**src/rtl/cnu_row_scheduler.sv**
```systemverilog
`default_nettype none
// ============================================================================
// Module   : cnu_row_scheduler
// Purpose  : Row sequencer that drives one CNU and the message memory through
//            every check row of each decoding iteration.
// Options  : EARLY_TERM_EN - stop as soon as a check phase has a zero syndrome
// Revision : 1.0 - initial release
// ============================================================================
module cnu_row_scheduler #(
    parameter int NUM_ROWS = 24,
    parameter int ADDR_W   = 5,
    parameter int MAX_ITER = 10,
    parameter int ITER_W   = 4
) (
    input  logic              clk,
    input  logic              rst,
    input  logic              start,
    input  logic              stall,
    output logic              mem_rd_en,
    output logic [ADDR_W-1:0] mem_rd_addr,
    output logic              cnu_en,
    input  logic              cnu_p_bit,
    output logic              mem_wr_en,
    output logic [ADDR_W-1:0] mem_wr_addr,
    output logic              vnu_start,
    input  logic              vnu_done,
    output logic              busy,
    output logic              done,
    output logic              success,
    output logic [ITER_W-1:0] iter_cnt
);

    typedef enum logic [2:0] {
        S_IDLE     = 3'd0,
        S_ISSUE    = 3'd1,
        S_DRAIN    = 3'd2,
        S_VNU_WAIT = 3'd3,
        S_FINISH   = 3'd4
    } state_t;

    localparam logic [ADDR_W-1:0] LAST_ROW = ADDR_W'(NUM_ROWS - 1);
    localparam logic [ITER_W-1:0] ITER_MAX = ITER_W'(MAX_ITER);

    state_t              state_q, state_d;
    logic [ADDR_W-1:0]   row_q, row_d;
    logic                syn_q, syn_d;
    logic [ITER_W-1:0]   iter_q, iter_d;
    logic                succ_q, succ_d;
    logic [ITER_W-1:0]   iter_next;

    // Two-stage row pipeline: stage 1 feeds the CNU, stage 2 writes back.
    logic                s1_v_q, s2_v_q;
    logic [ADDR_W-1:0]   s1_row_q, s2_row_q;
    logic                wr_fire;
    logic                drained;

    assign wr_fire   = s2_v_q && !stall;
    assign drained   = !s1_v_q && !s2_v_q;
    assign iter_next = (iter_q == ITER_MAX) ? iter_q : iter_q + 1'b1;

    always_comb begin
        state_d   = state_q;
        row_d     = row_q;
        syn_d     = syn_q;
        iter_d    = iter_q;
        succ_d    = succ_q;
        mem_rd_en = 1'b0;
        vnu_start = 1'b0;
        done      = 1'b0;

        if (wr_fire) begin
            syn_d = syn_q | cnu_p_bit;
        end

        case (state_q)
            S_IDLE: begin
                if (start) begin
                    state_d = S_ISSUE;
                    row_d   = '0;
                    iter_d  = '0;
                    succ_d  = 1'b0;
                    syn_d   = 1'b0;
                end
            end
            S_ISSUE: begin
                if (!stall) begin
                    mem_rd_en = 1'b1;
                    if (row_q == LAST_ROW) begin
                        row_d   = '0;
                        state_d = S_DRAIN;
                    end else begin
                        row_d = row_q + 1'b1;
                    end
                end
            end
            S_DRAIN: begin
                // The last write-back has already folded into syn_q once drained.
                if (drained) begin
                    iter_d = iter_next;
`ifdef EARLY_TERM_EN
                    if (!syn_q) begin
                        state_d = S_FINISH;
                        succ_d  = 1'b1;
                    end else
`endif
                    if (iter_next == ITER_MAX) begin
                        state_d = S_FINISH;
                        succ_d  = ~syn_q;
                    end else begin
                        vnu_start = 1'b1;
                        state_d   = S_VNU_WAIT;
                    end
                end
            end
            S_VNU_WAIT: begin
                if (vnu_done) begin
                    state_d = S_ISSUE;
                    row_d   = '0;
                    syn_d   = 1'b0;
                end
            end
            S_FINISH: begin
                done    = 1'b1;
                state_d = S_IDLE;
            end
            default: state_d = S_IDLE;
        endcase
    end

    always_ff @(posedge clk) begin
        if (rst) begin
            state_q <= S_IDLE;
            row_q   <= '0;
            syn_q   <= 1'b0;
            iter_q  <= '0;
            succ_q  <= 1'b0;
        end else begin
            state_q <= state_d;
            row_q   <= row_d;
            syn_q   <= syn_d;
            iter_q  <= iter_d;
            succ_q  <= succ_d;
        end
    end

    always_ff @(posedge clk) begin
        if (rst) begin
            s1_v_q   <= 1'b0;
            s2_v_q   <= 1'b0;
            s1_row_q <= '0;
            s2_row_q <= '0;
        end else if (!stall) begin
            s1_v_q   <= mem_rd_en;
            s1_row_q <= row_q;
            s2_v_q   <= s1_v_q;
            s2_row_q <= s1_row_q;
        end
    end

    assign mem_rd_addr = mem_rd_en ? row_q : '0;
    assign cnu_en      = s1_v_q && !stall;
    assign mem_wr_en   = wr_fire;
    assign mem_wr_addr = wr_fire ? s2_row_q : '0;
    assign busy        = (state_q != S_IDLE);
    assign success     = succ_q;
    assign iter_cnt    = iter_q;

endmodule
`default_nettype wire

```
**config.mk**
```make
export PLATFORM = sky130hd
export DESIGN_NAME = cnu_row_scheduler
export DESIGN_NICKNAME = d
export VERILOG_FILES = /design/src/rtl/cnu_row_scheduler.sv
export SDC_FILE = /design/constraint.sdc
export NUM_CORES = 1
export LEC_CHECK = 0
export ABC_AREA = 1
export CORE_MARGIN = 3
export CORE_UTILIZATION = 40
export CTS_CLUSTER_DIAMETER = 40
export DETAILED_ROUTE_END_ITERATION = 16
export DONT_BUFFER_PORTS = 1
export RECOVER_POWER = 100
export SLEW_MARGIN = 25
export SYNTH_ARGS = -nofsm -noshare
export SYNTH_HDL_FRONTEND = slang
export SYNTH_SLANG_ARGS = --single-unit
export TNS_END_PERCENT = 100
```
**constraint.sdc**
```tcl
create_clock -name clk -period 3.3 [get_ports clk]
set_input_delay 0 -clock clk [delete_from_list [all_inputs] [get_ports clk]]
set_output_delay 0 -clock clk [all_outputs]
set_load 0.01 [all_outputs]
```
==> impl_metrics.yaml <==
status:
  outcome: "finished clean"
global_routing:
  antenna_found_initial: 0
  grt_pass1_wl_um: 4823
  grt_max_degree: 21
  grt_pass1_vias: 1095
  grt_overflow: 0
  grt_usage: 0.1416
sta:
  worstMarginPinSlew_ns: 0.6890
  finalSetupTns_ns: 0
  final_hold_viol_count: 0
  slew_violations: 0
  fmax_mhz: 480.8
  finClkSkew_ns: 0.005556
  setup_viol: 0
  min_period_over_period: 0.6303
  period_minus_slack_ns: 2.080
  rsz0062_at_grt: "no"
  slew_headroom: 0.5392
  worst_slack_ns: 1.220
cts:
  root_buffer: "clkbuf_4"
  cts_buffers: 3
  cts.sinks: 26
  htree_levels: 1
  ctsResizeCount: 0
  insertion_delay_ns: 0.31
  clockBufferDepth: 2
  clk_pin_slew_ns: 0.14
  post_cts_buffers: 0
  cts_tree: "built"
yosys:
  synth_top_area_cell: "dfxtp_1"
  ys_top_cells_by_count: "47 x nand2_1, 26 x a21oi_1, 26 x dfxtp_1, 24 x inv_1, 22 x nor2_1"
  synthArstFlopShare: 0
  ys_types: 26
  ys_ff_latch: 26
  synth_most_common_cell: "nand2_1"
  syn_area_mm2: 0.001398
  synth_top_area_share: 0.3724
  seq_area_frac_synth: 0.3724
  synthFlopType: "dfxtp_1"
  avgSynthCellArea_um2: 6.851
  synth-edff-count: 0
  yosys_warnings: 0
  synthCells: 204
  synth_fp_nets: 213
  synth_area_leaders: "dfxtp_1 37%, nand2_1 13%, a21oi_1 9.3%"
pwr:
  ir_drop_uv: 329.2
  leakagePower_nw: 0.6110
  power_density_mw_per_mm2: 621.9
critical_path:
  path_common_cell: "inv_1"
  required_ns: 3.57
  timing.rr.end: "s1_v_q"
  r2r-start: "state_q[2]"
  critical_path.slowest_cell: "dlygate4sd3_1"
  start_kind: "register"
  regToRegSetupSlack_ns: 1.22
  cp.arrival_ns: 2.35
  max_stage_delay_ns: 0.56
  end_kind: "register"
  critPathKind: "register to register"
  path_cells: "inv_1, nand3_1, nor2_1, inv_1, a21oi_1, dlygate4sd3_1"
  rr_worst_depth: 6
  crit_fanout: 9
detailed_routing:
  ant_nets: 0
  post_drt_wl_per_cell_um: 11.34
  dr_total_vias: 1225
  drc_errors: 0
  totalWireLength_um: 2870
  drt_iter0_drc: 65
  first_pass_iters: 4
  via_per_inst: 4.842
finish:
  nNetsFinal: 219
  syn_to_final_growth_pct: 4.297
  drive_gt1_frac: 0.07656
  final.fill_count: 367
  n_antenna_cell: 0
min_path:
  hold_class: "input port to register"
  hold_depth: 5
  min_to: "syn_q"
  worstHoldStart: "stall"
placed_design:
  dp_slack_ns: 1.705
  place_congestion: 0.8603
  dp.final_hpwl_um: 2153
  portBuffers: 0
job:
  drv_cap: 0
floorplanning:
  start_util: 0.4363
  io_pins: 27
  core-area_mm2: 0.003203
  dieWidth_um: 65.11
  dieArea_mm2: 0.004239
  num_rows: 20
  die_h_um: 65.11
-- through the flow --
| step | cell area [µm²] | hold WS, ns | utilization | power [W] | instances |
|---|---|---|---|---|---|
| 2_1_floorplan | 1398 | 0.04215 | - | 0.0007478 | 204 |
| 3_3_place_gp | 1435 | 0.05472 | 0.4480 | 0.0008041 | 244 |
| 3_5_place_dp | 1435 | 0.05353 | 0.4480 | 0.0008081 | 244 |
| 4_1_cts | 1521 | 0.01654 | 0.4750 | 0.0009792 | 253 |
| 5_1_grt | 1458 | 0.01795 | 0.4551 | 0.0009900 | 253 |
| 6_report | 1458 | 0.01885 | 0.4551 | 0.0009064 | 253 |
-- sequential cells by signal (all words and copies together) (netlist names) --
| signal | flops |
|---|---|
| iter_cnt | 4 |
| row_q | 5 |
| s1_row_q | 5 |
| s1_v_q | 1 |
| s2_row_q | 5 |
| s2_v_q | 1 |
| state_q | 3 |
| success | 1 |
| syn_q | 1 |
-- worst max-delay path, delay by kind of cell (launching register included) --
family	cells	cell delay, ns
simple gates	2	0.78
compound gates	1	0.13
buf+inv	3	0.79
flops	1	0.34
-- where the power goes --
part	internal, W	switching (W)
Clock	0.0000673	0.0000913
Combinational	0.000103	0.000227
Sequential	0.000357	0.0000607
-- layer usage --
layer,up-vias,wire length (µm),GRT usage
met5,-,0,0
met4,0,29,0.04145
met3,4,166,0.02735
met2,25,1289,0.2273
met1,540,1384,0.1930
li1,656,-,-
-- timing repair --
item                                   CTS  global route
setup endpoints to repair                0             0
hold buffers                             5             0
endpoints found under the hold margin   24             0
-- layout by cell type, fill, tap and decap left out, drive strengths merged --
cell,Yosys,routed
clkinv,0,1
inv,33,31
dlygate4sd3,0,5
dfxtp,26,26
nand3,15,15
nor2,25,25
clkbuf,2,4
nand4,3,3
o21ai,11,11
clkinvlp,0,1
nand2,52,52
nor3,4,4
o22ai,1,1
ha,3,3
xor2,1,1
a21oi,26,26
-- final cells by class --
class | count | area, µm² | area share
multi-input combinational | 141 | 668.1 | 0.4584
sequential | 26 | 520.5 | 0.3571
inverter | 33 | 127.6 | 0.08755
tap | 44 | 55.05 | 0.03777
timing repair buffer | 5 | 50.05 | 0.03433
clock buffer | 4 | 36.28 | 0.02489
-- worst max-delay path by stage --
stage	from	endpoint	slack, ns
2_1_floorplan	iter_cnt[0]	success	1.86
3_3_place_gp	iter_cnt[0]	vnu_start	1.75
3_5_place_dp	iter_cnt[0]	vnu_start	1.71
4_1_cts	iter_cnt[0]	vnu_start	1.34
5_1_grt	state_q[2]	s1_v_q	1.02
6_report	state_q[2]	s1_v_q	1.22
-- cell families (layout without fill, tap and decap cells) --
kind of cell               count (synthesis)  in the layout  synth area share
and+or+nand+nor                           99             99            0.3501
AOI/OAI and AO/OA                         38             38            0.1397
buffers and inverters                     37             42            0.1048
DFF                                       26             26            0.3724
adders and majority gates                  3              3           0.02686
xor gates and xnor gates                   1              1          0.006268
Power figures use the tool's default switching activity.
